## src/rtl/ysyx_24110026_pkg.sv

```systemverilog
// Shared constants for the ysyx_24110026 core slice.
package ysyx_24110026_pkg;
  localparam int          XLEN     = 32;
  localparam int          ILEN     = 32;
  localparam logic [31:0] RESET_PC = 32'h8000_0000;
endpackage

```

## src/rtl/ysyx_24110026_ifu_fifo.sv

```systemverilog
// Synchronous FIFO with a registered head; storage is a plain array with
// registered read, so the head never depends combinationally on push data.
module ysyx_24110026_ifu_fifo #(
  parameter int WIDTH = 64,
  parameter int DEPTH = 4
) (
  input  logic                   clk,
  input  logic                   rst,
  input  logic                   push,
  input  logic [WIDTH-1:0]       push_data,
  input  logic                   pop,
  input  logic                   flush,
  output logic [WIDTH-1:0]       head,
  output logic                   full,
  output logic                   empty,
  output logic [$clog2(DEPTH):0] count
);
  import ysyx_24110026_pkg::*;

  localparam int AW = $clog2(DEPTH);
  localparam int CW = AW + 1;

  logic [WIDTH-1:0] mem [DEPTH];
  logic [AW-1:0]    rd_ptr_reg, wr_ptr_reg, rd_ptr_next;
  logic [CW-1:0]    count_reg, remain;
  logic [WIDTH-1:0] head_reg;
  logic             do_push, do_pop;

  assign full        = (count_reg == CW'(DEPTH));
  assign empty       = (count_reg == '0);
  assign count       = count_reg;
  assign head        = head_reg;
  assign do_push     = push && !flush && !full;
  assign do_pop      = pop && !flush && !empty;
  assign rd_ptr_next = rd_ptr_reg + AW'(do_pop);
  assign remain      = count_reg - CW'(do_pop);

  always_ff @(posedge clk) begin
    if (do_push) mem[wr_ptr_reg] <= push_data;
  end

  always_ff @(posedge clk or negedge rst) begin
    if (!rst) begin
      rd_ptr_reg <= '0;
      wr_ptr_reg <= '0;
      count_reg  <= '0;
      head_reg   <= '0;
    end else if (flush) begin
      rd_ptr_reg <= '0;
      wr_ptr_reg <= '0;
      count_reg  <= '0;
    end else begin
      wr_ptr_reg <= wr_ptr_reg + AW'(do_push);
      rd_ptr_reg <= rd_ptr_next;
      count_reg  <= remain + CW'(do_push);
      // Entry at rd_ptr_next already sits in mem unless the FIFO drains, in which case the push becomes head.
      if (remain == '0) begin
        if (do_push) head_reg <= push_data;
      end else begin
        head_reg <= mem[rd_ptr_next];
      end
    end
  end
endmodule

```

## src/rtl/ysyx_24110026_ifu.sv

```systemverilog
// Pipelined instruction fetch: credit-limited requests, PC tag queue for
// in-order responses, instruction buffer, and redirect with stale-drop.
module ysyx_24110026_ifu #(
  parameter int              XLEN       = ysyx_24110026_pkg::XLEN,
  parameter logic [XLEN-1:0] RESET_PC   = XLEN'(ysyx_24110026_pkg::RESET_PC),
  parameter int              FIFO_DEPTH = 4
) (
  input  logic                                clk,
  input  logic                                rst,
  input  logic                                fetch_en,
  input  logic                                redirect_valid,
  input  logic [XLEN-1:0]                     redirect_pc,
  output logic                                imem_req_valid,
  input  logic                                imem_req_ready,
  output logic [XLEN-1:0]                     imem_req_addr,
  input  logic                                imem_rsp_valid,
  input  logic [ysyx_24110026_pkg::ILEN-1:0]  imem_rsp_data,
  output logic                                inst_valid,
  input  logic                                inst_ready,
  output logic [ysyx_24110026_pkg::ILEN-1:0]  inst_data,
  output logic [XLEN-1:0]                     inst_pc
);
  import ysyx_24110026_pkg::*;

  localparam int CW  = $clog2(FIFO_DEPTH) + 1;
  localparam int CW1 = CW + 1;
  localparam int EW  = XLEN + ILEN;

  logic            run_reg, pending_reg, stale_reg, stale_next;
  logic [XLEN-1:0] fetch_pc_reg, fetch_pc_next, hold_addr_reg;
  logic [CW-1:0]   drop_cnt_reg, drop_cnt_next;
  logic [CW-1:0]   fifo_count, outstanding, outstanding_next;
  logic            fifo_full, fifo_empty, tag_full, tag_empty;
  logic [XLEN-1:0] tag_pc;
  logic [EW-1:0]   head_entry;
  logic [CW:0]     in_use;
  logic            credit_ok, accept, req_stall, rsp_fire, rsp_drop, push, pop;

  // Buffered plus in-flight never exceeds depth, so every kept response has a slot.
  assign in_use    = {1'b0, fifo_count} + {1'b0, outstanding};
  assign credit_ok = !fifo_full && !tag_full && (in_use < CW1'(FIFO_DEPTH));

  assign imem_req_valid   = pending_reg || (run_reg && fetch_en && credit_ok);
  assign imem_req_addr    = pending_reg ? hold_addr_reg : fetch_pc_reg;
  assign accept           = imem_req_valid && imem_req_ready;
  assign req_stall        = imem_req_valid && !imem_req_ready;
  assign rsp_fire         = imem_rsp_valid && !tag_empty;
  assign rsp_drop         = rsp_fire && (drop_cnt_reg != '0);
  assign push             = rsp_fire && !rsp_drop && !redirect_valid;
  assign pop              = inst_valid && inst_ready;
  assign outstanding_next = outstanding + CW'(accept) - CW'(rsp_fire);

  always_comb begin
    drop_cnt_next = drop_cnt_reg;
    stale_next    = stale_reg;
    fetch_pc_next = fetch_pc_reg;
    if (redirect_valid) begin
      drop_cnt_next = outstanding_next;
      stale_next    = req_stall;
      fetch_pc_next = redirect_pc & ~XLEN'(3);
    end else begin
      // A stale request was issued for the old path: drop its response and keep the redirect PC.
      drop_cnt_next = drop_cnt_reg - CW'(rsp_drop) + CW'(accept && stale_reg);
      if (accept) begin
        stale_next = 1'b0;
        if (!stale_reg) fetch_pc_next = fetch_pc_reg + XLEN'(4);
      end
    end
  end

  always_ff @(posedge clk or negedge rst) begin
    if (!rst) begin
      run_reg       <= 1'b0;
      pending_reg   <= 1'b0;
      stale_reg     <= 1'b0;
      hold_addr_reg <= RESET_PC;
      fetch_pc_reg  <= RESET_PC;
      drop_cnt_reg  <= '0;
    end else begin
      run_reg       <= 1'b1;
      pending_reg   <= req_stall;
      stale_reg     <= stale_next;
      hold_addr_reg <= imem_req_addr;
      fetch_pc_reg  <= fetch_pc_next;
      drop_cnt_reg  <= drop_cnt_next;
    end
  end

  ysyx_24110026_ifu_fifo #(.WIDTH(XLEN), .DEPTH(FIFO_DEPTH)) u_tag_fifo (
    .clk       (clk),
    .rst       (rst),
    .push      (accept),
    .push_data (imem_req_addr),
    .pop       (rsp_fire),
    .flush     (1'b0),
    .head      (tag_pc),
    .full      (tag_full),
    .empty     (tag_empty),
    .count     (outstanding)
  );

  ysyx_24110026_ifu_fifo #(.WIDTH(EW), .DEPTH(FIFO_DEPTH)) u_inst_fifo (
    .clk       (clk),
    .rst       (rst),
    .push      (push),
    .push_data ({tag_pc, imem_rsp_data}),
    .pop       (pop),
    .flush     (redirect_valid),
    .head      (head_entry),
    .full      (fifo_full),
    .empty     (fifo_empty),
    .count     (fifo_count)
  );

  assign inst_valid = !fifo_empty;
  assign inst_pc    = head_entry[EW-1:ILEN];
  assign inst_data  = head_entry[ILEN-1:0];
endmodule

```

## config.mk

```make
export PLATFORM = sky130hd
export DESIGN_NAME = ysyx_24110026_ifu
export DESIGN_NICKNAME = d
export VERILOG_FILES = /design/src/rtl/ysyx_24110026_pkg.sv /design/src/rtl/ysyx_24110026_ifu_fifo.sv /design/src/rtl/ysyx_24110026_ifu.sv
export SDC_FILE = /design/constraint.sdc
export NUM_CORES = 1
export LEC_CHECK = 0
export ABC_CLOCK_PERIOD_IN_PS = 6900
export BUFFER_PORTS_ARGS = -buffer_cell sky130_fd_sc_hd__buf_2
export CAP_MARGIN = 0
export CORE_ASPECT_RATIO = 1.1
export CORE_MARGIN = 5
export CORE_UTILIZATION = 40
export CTS_BUF_LIST = sky130_fd_sc_hd__clkbuf_8 sky130_fd_sc_hd__clkbuf_16
export DETAILED_ROUTE_END_ITERATION = 8
export HOLD_SLACK_MARGIN = 0.15
export SLEW_MARGIN = 20
export SYNTH_ARGS = -nofsm -noshare
export SYNTH_HDL_FRONTEND = slang
export SYNTH_SLANG_ARGS = --single-unit
```

## constraint.sdc

```tcl
create_clock -name clk -period 6.9 [get_ports clk]
set_clock_uncertainty 0.1 [all_clocks]
set_input_delay 0.345 -clock clk [delete_from_list [all_inputs] [get_ports clk]]
set_output_delay 0.345 -clock clk [all_outputs]
set_load 0.01 [all_outputs]
```

==> flow_metrics.tcl <==
set metrics [dict create \
    async_reset_ff_share_pct 31.7 \
    final_common_cell "sky130_fd_sc_hd__edfxtp_1" \
    yosys_warnings 0 \
    power.ir.vdd_worst_mv 0.357 \
    antenna-diode-count 0 \
    path_clk_slew_ns 0.06 \
    grt.overflow.total 0 \
    post_route_cells_drive_above_1_share_pct 26.3 \
    timing.final.crit_share_pct 69.0 \
    wirelength_um 49200 \
    most-common-layout-cells "sky130_fd_sc_hd__edfxtp_1 (384), sky130_fd_sc_hd__dfrtp_1 (176), sky130_fd_sc_hd__buf_2 (165)" \
    actual_slew_at_the_worst_max_slew_pin_ns 1.06 \
    timing.final.max_slew_violations 0 \
    status "completed" \
    fin_area_um2 26600 \
    tritoncts.num_buffers 57 \
    dpl.hpwl_um 29800 \
    clock_tree.root_cell "sky130_fd_sc_hd__clkbuf_16" \
    maxCapViolCount 0 \
    ys_ff_latch 562 \
    synth-edff-count 384 \
    pleak_nw 10.0 \
    finalSetupTns_ns 0 \
    timing.hold.worst.class "input pin to async pin" \
    drtAntennaViolNets 0 \
    crit_type "input pin to register" \
    cts_htree_levels 2 \
    synth_cells 1330 \
    final-setup-viol-count 0 \
    vias 12400 \
    rsz0062_at_grt "false" \
    end_kind "register" \
    synth-seq-area-share_pct 71.3 \
    dr.first_iter.drc_count 663 \
    grt_antenna_before_repair 0 \
    post-route-util_pct 47.7 \
    clkSinkCount 562 \
    start_kind "input pin" \
    hold_viol 0 \
    placement.cell_area_um2 24200 \
    via_per_inst 5.26 \
    p_total_mw 10.1 \
    finalWeightedCongestion 0.868 \
    drt-pass1-iter-count 5 \
    worst_ep_arrival_time_ns 5.10 \
    powerDensity_nw_per_um2 381 \
    design.final.nets 1657 \
    syn-mean-instance-area_um2 16.9 \
    boundaryPins 169 \
    drcViolationCount 0 \
    dominantRegCellSynth "sky130_fd_sc_hd__edfxtp_1" \
    layout.cells.non_filler 2355 \
    worst_path_maximum_fanout 73 \
    fmax_mhz 210 \
    maxSlewHeadroom_pct 29.5 \
    overall_global_routing_resource_usage_pct 16.2 \
    maximum_count_of_clock_buffers_along_a_single_path 3 \
    post_drt_wl_per_cell_um 20.9 \
    core_region_area_um2 55800 \
    final.min_clock_period_ns 4.76 \
    die_w_um 236 \
    cts_tree "done" \
    initial_core_utilization_pct 40.2 \
    placement.io_buffers 166 \
    clock_latency_ns 0.59 \
    synth.cell_area_um2 22400 \
    synth.net_count 1422 \
    flip_flop_count_of_the_largest_register_all_copies_and_words_added 256 \
    die_extent_in_y_um 258 \
    data_required_time_of_the_worst_path_ns 7.24 \
    yosys.cell_types.count 54 \
    first_global_vias 13000 \
    wire_length_of_the_first_global_routing_pass_um 77900 \
    floorplan.die_area_um2 60900 \
    area_delta_synth_final_pct 18.7 \
    grt_start_max_net_pins 75 \
    num_rows 91 \
    numPlacedInstances 2185 \
]
worst paths after layout:
path,startpoint,to,slack (ns),cells past startpoint
max in group asynchronous,rst,hold_addr_reg[3]$_DFF_PN0_,5.12,3
max reg2reg,u_inst_fifo.count[0]$_DFF_PN0_,u_inst_fifo.head[42]$_DFFE_PN0P_,2.80,10
max,redirect_valid,u_inst_fifo.head[42]$_DFFE_PN0P_,2.14,12
min reg2reg,u_inst_fifo.head[26]$_DFFE_PN0P_,u_inst_fifo.head[26]$_DFFE_PN0P_,0.37,2
min in group clk,imem_rsp_valid,u_tag_fifo.rd_ptr_reg[0]$_DFF_PN0_,0.36,4
min,rst,hold_addr_reg[7]$_DFF_PN0_,0.28,2
cell families after synthesis:
kind of cell               share of synthesized area, %
xor gates and xnor gates                          0.469
and+or+nand+nor                                    5.57
AOI/OAI and AO/OA                                  4.19
adders and majority gates                          1.24
buffers and inverters                              1.70
muxes                                              15.5
other                                            0.0167
DFF                                                71.3
Yosys cell counts (7+ instances only):
cell / number / area (µm²)
sky130_fd_sc_hd__nand4_1: 14 / 87.6
sky130_fd_sc_hd__and3_1: 8 / 50.1
sky130_fd_sc_hd__a31oi_1: 27 / 169
sky130_fd_sc_hd__buf_2: 7 / 35.0
sky130_fd_sc_hd__clkbuf_1: 52 / 195
sky130_fd_sc_hd__o31ai_1: 17 / 128
sky130_fd_sc_hd__mux2i_1: 96 / 961
sky130_fd_sc_hd__ha_1: 19 / 238
sky130_fd_sc_hd__or3_1: 11 / 68.8
sky130_fd_sc_hd__dfrtp_1: 176 / 4400
sky130_fd_sc_hd__xnor2_1: 7 / 61.3
sky130_fd_sc_hd__mux2_2: 31 / 349
sky130_fd_sc_hd__edfxtp_1: 384 / 11500
sky130_fd_sc_hd__nor2_1: 37 / 139
sky130_fd_sc_hd__buf_1: 17 / 63.8
sky130_fd_sc_hd__inv_1: 15 / 56.3
sky130_fd_sc_hd__nand2_1: 113 / 424
sky130_fd_sc_hd__mux4_2: 96 / 2160
sky130_fd_sc_hd__or4_1: 18 / 135
sky130_fd_sc_hd__nand3_1: 13 / 65.1
sky130_fd_sc_hd__o21ai_0: 106 / 531
metrics by stage:
step | hold WS, ns | setup slack, ns
finish | 0.276 | 2.14
global route | 0.331 | 1.72
CTS | 0.258 | 2.08
detailed placement | 0.350 | 2.01
global placement | 0.354 | 2.08
floorplan | -0.0506 | 0.309
layout make-up:
type / instances / area, µm²
fill: 4803 / 29200
inverter: 16 / 60.1
timing repair buffer: 255 / 1690
clock buffer: 69 / 1590
multi-input combinational: 673 / 6140
sequential: 562 / 16000
clock inverter: 36 / 213
tap: 744 / 931
critical path, cell delays in order:
cell	delay [ns]
sky130_fd_sc_hd__dlygate4sd3_1	0.53
sky130_fd_sc_hd__buf_2	0.49
sky130_fd_sc_hd__inv_2	0.52
sky130_fd_sc_hd__and3_1	0.40
sky130_fd_sc_hd__ha_1	0.19
sky130_fd_sc_hd__ha_1	0.28
sky130_fd_sc_hd__inv_1	0.06
sky130_fd_sc_hd__nor3_2	0.17
sky130_fd_sc_hd__buf_4	0.55
sky130_fd_sc_hd__o21a_4	0.68
sky130_fd_sc_hd__buf_4	0.57
sky130_fd_sc_hd__o21ai_0	0.19
per-layer routing:
layer  global-route usage (%)  vias to the layer above  part of all wire [%]
li1                         -                     5640                     -
met1                     21.9                     6376                    43
met5                        0                        -                     0
met4                     3.92                        0                   2.1
met3                     3.28                       77                   5.2
met2                     27.5                      301                    50
report_power, final:
group          internal [mW]  switching, mW  total (mW)
clock network           1.70           1.25        2.95
logic                   1.14           1.46        2.60
registers               4.24          0.365        4.60
total                   7.07           3.08        10.1
timing repair:
action	in CTS	in global routing
gates resized for setup	0	0
hold endpoints to repair	270	0
buffers inserted	0	0
hold buffers	65	0
Power figures use the tool's default switching activity.
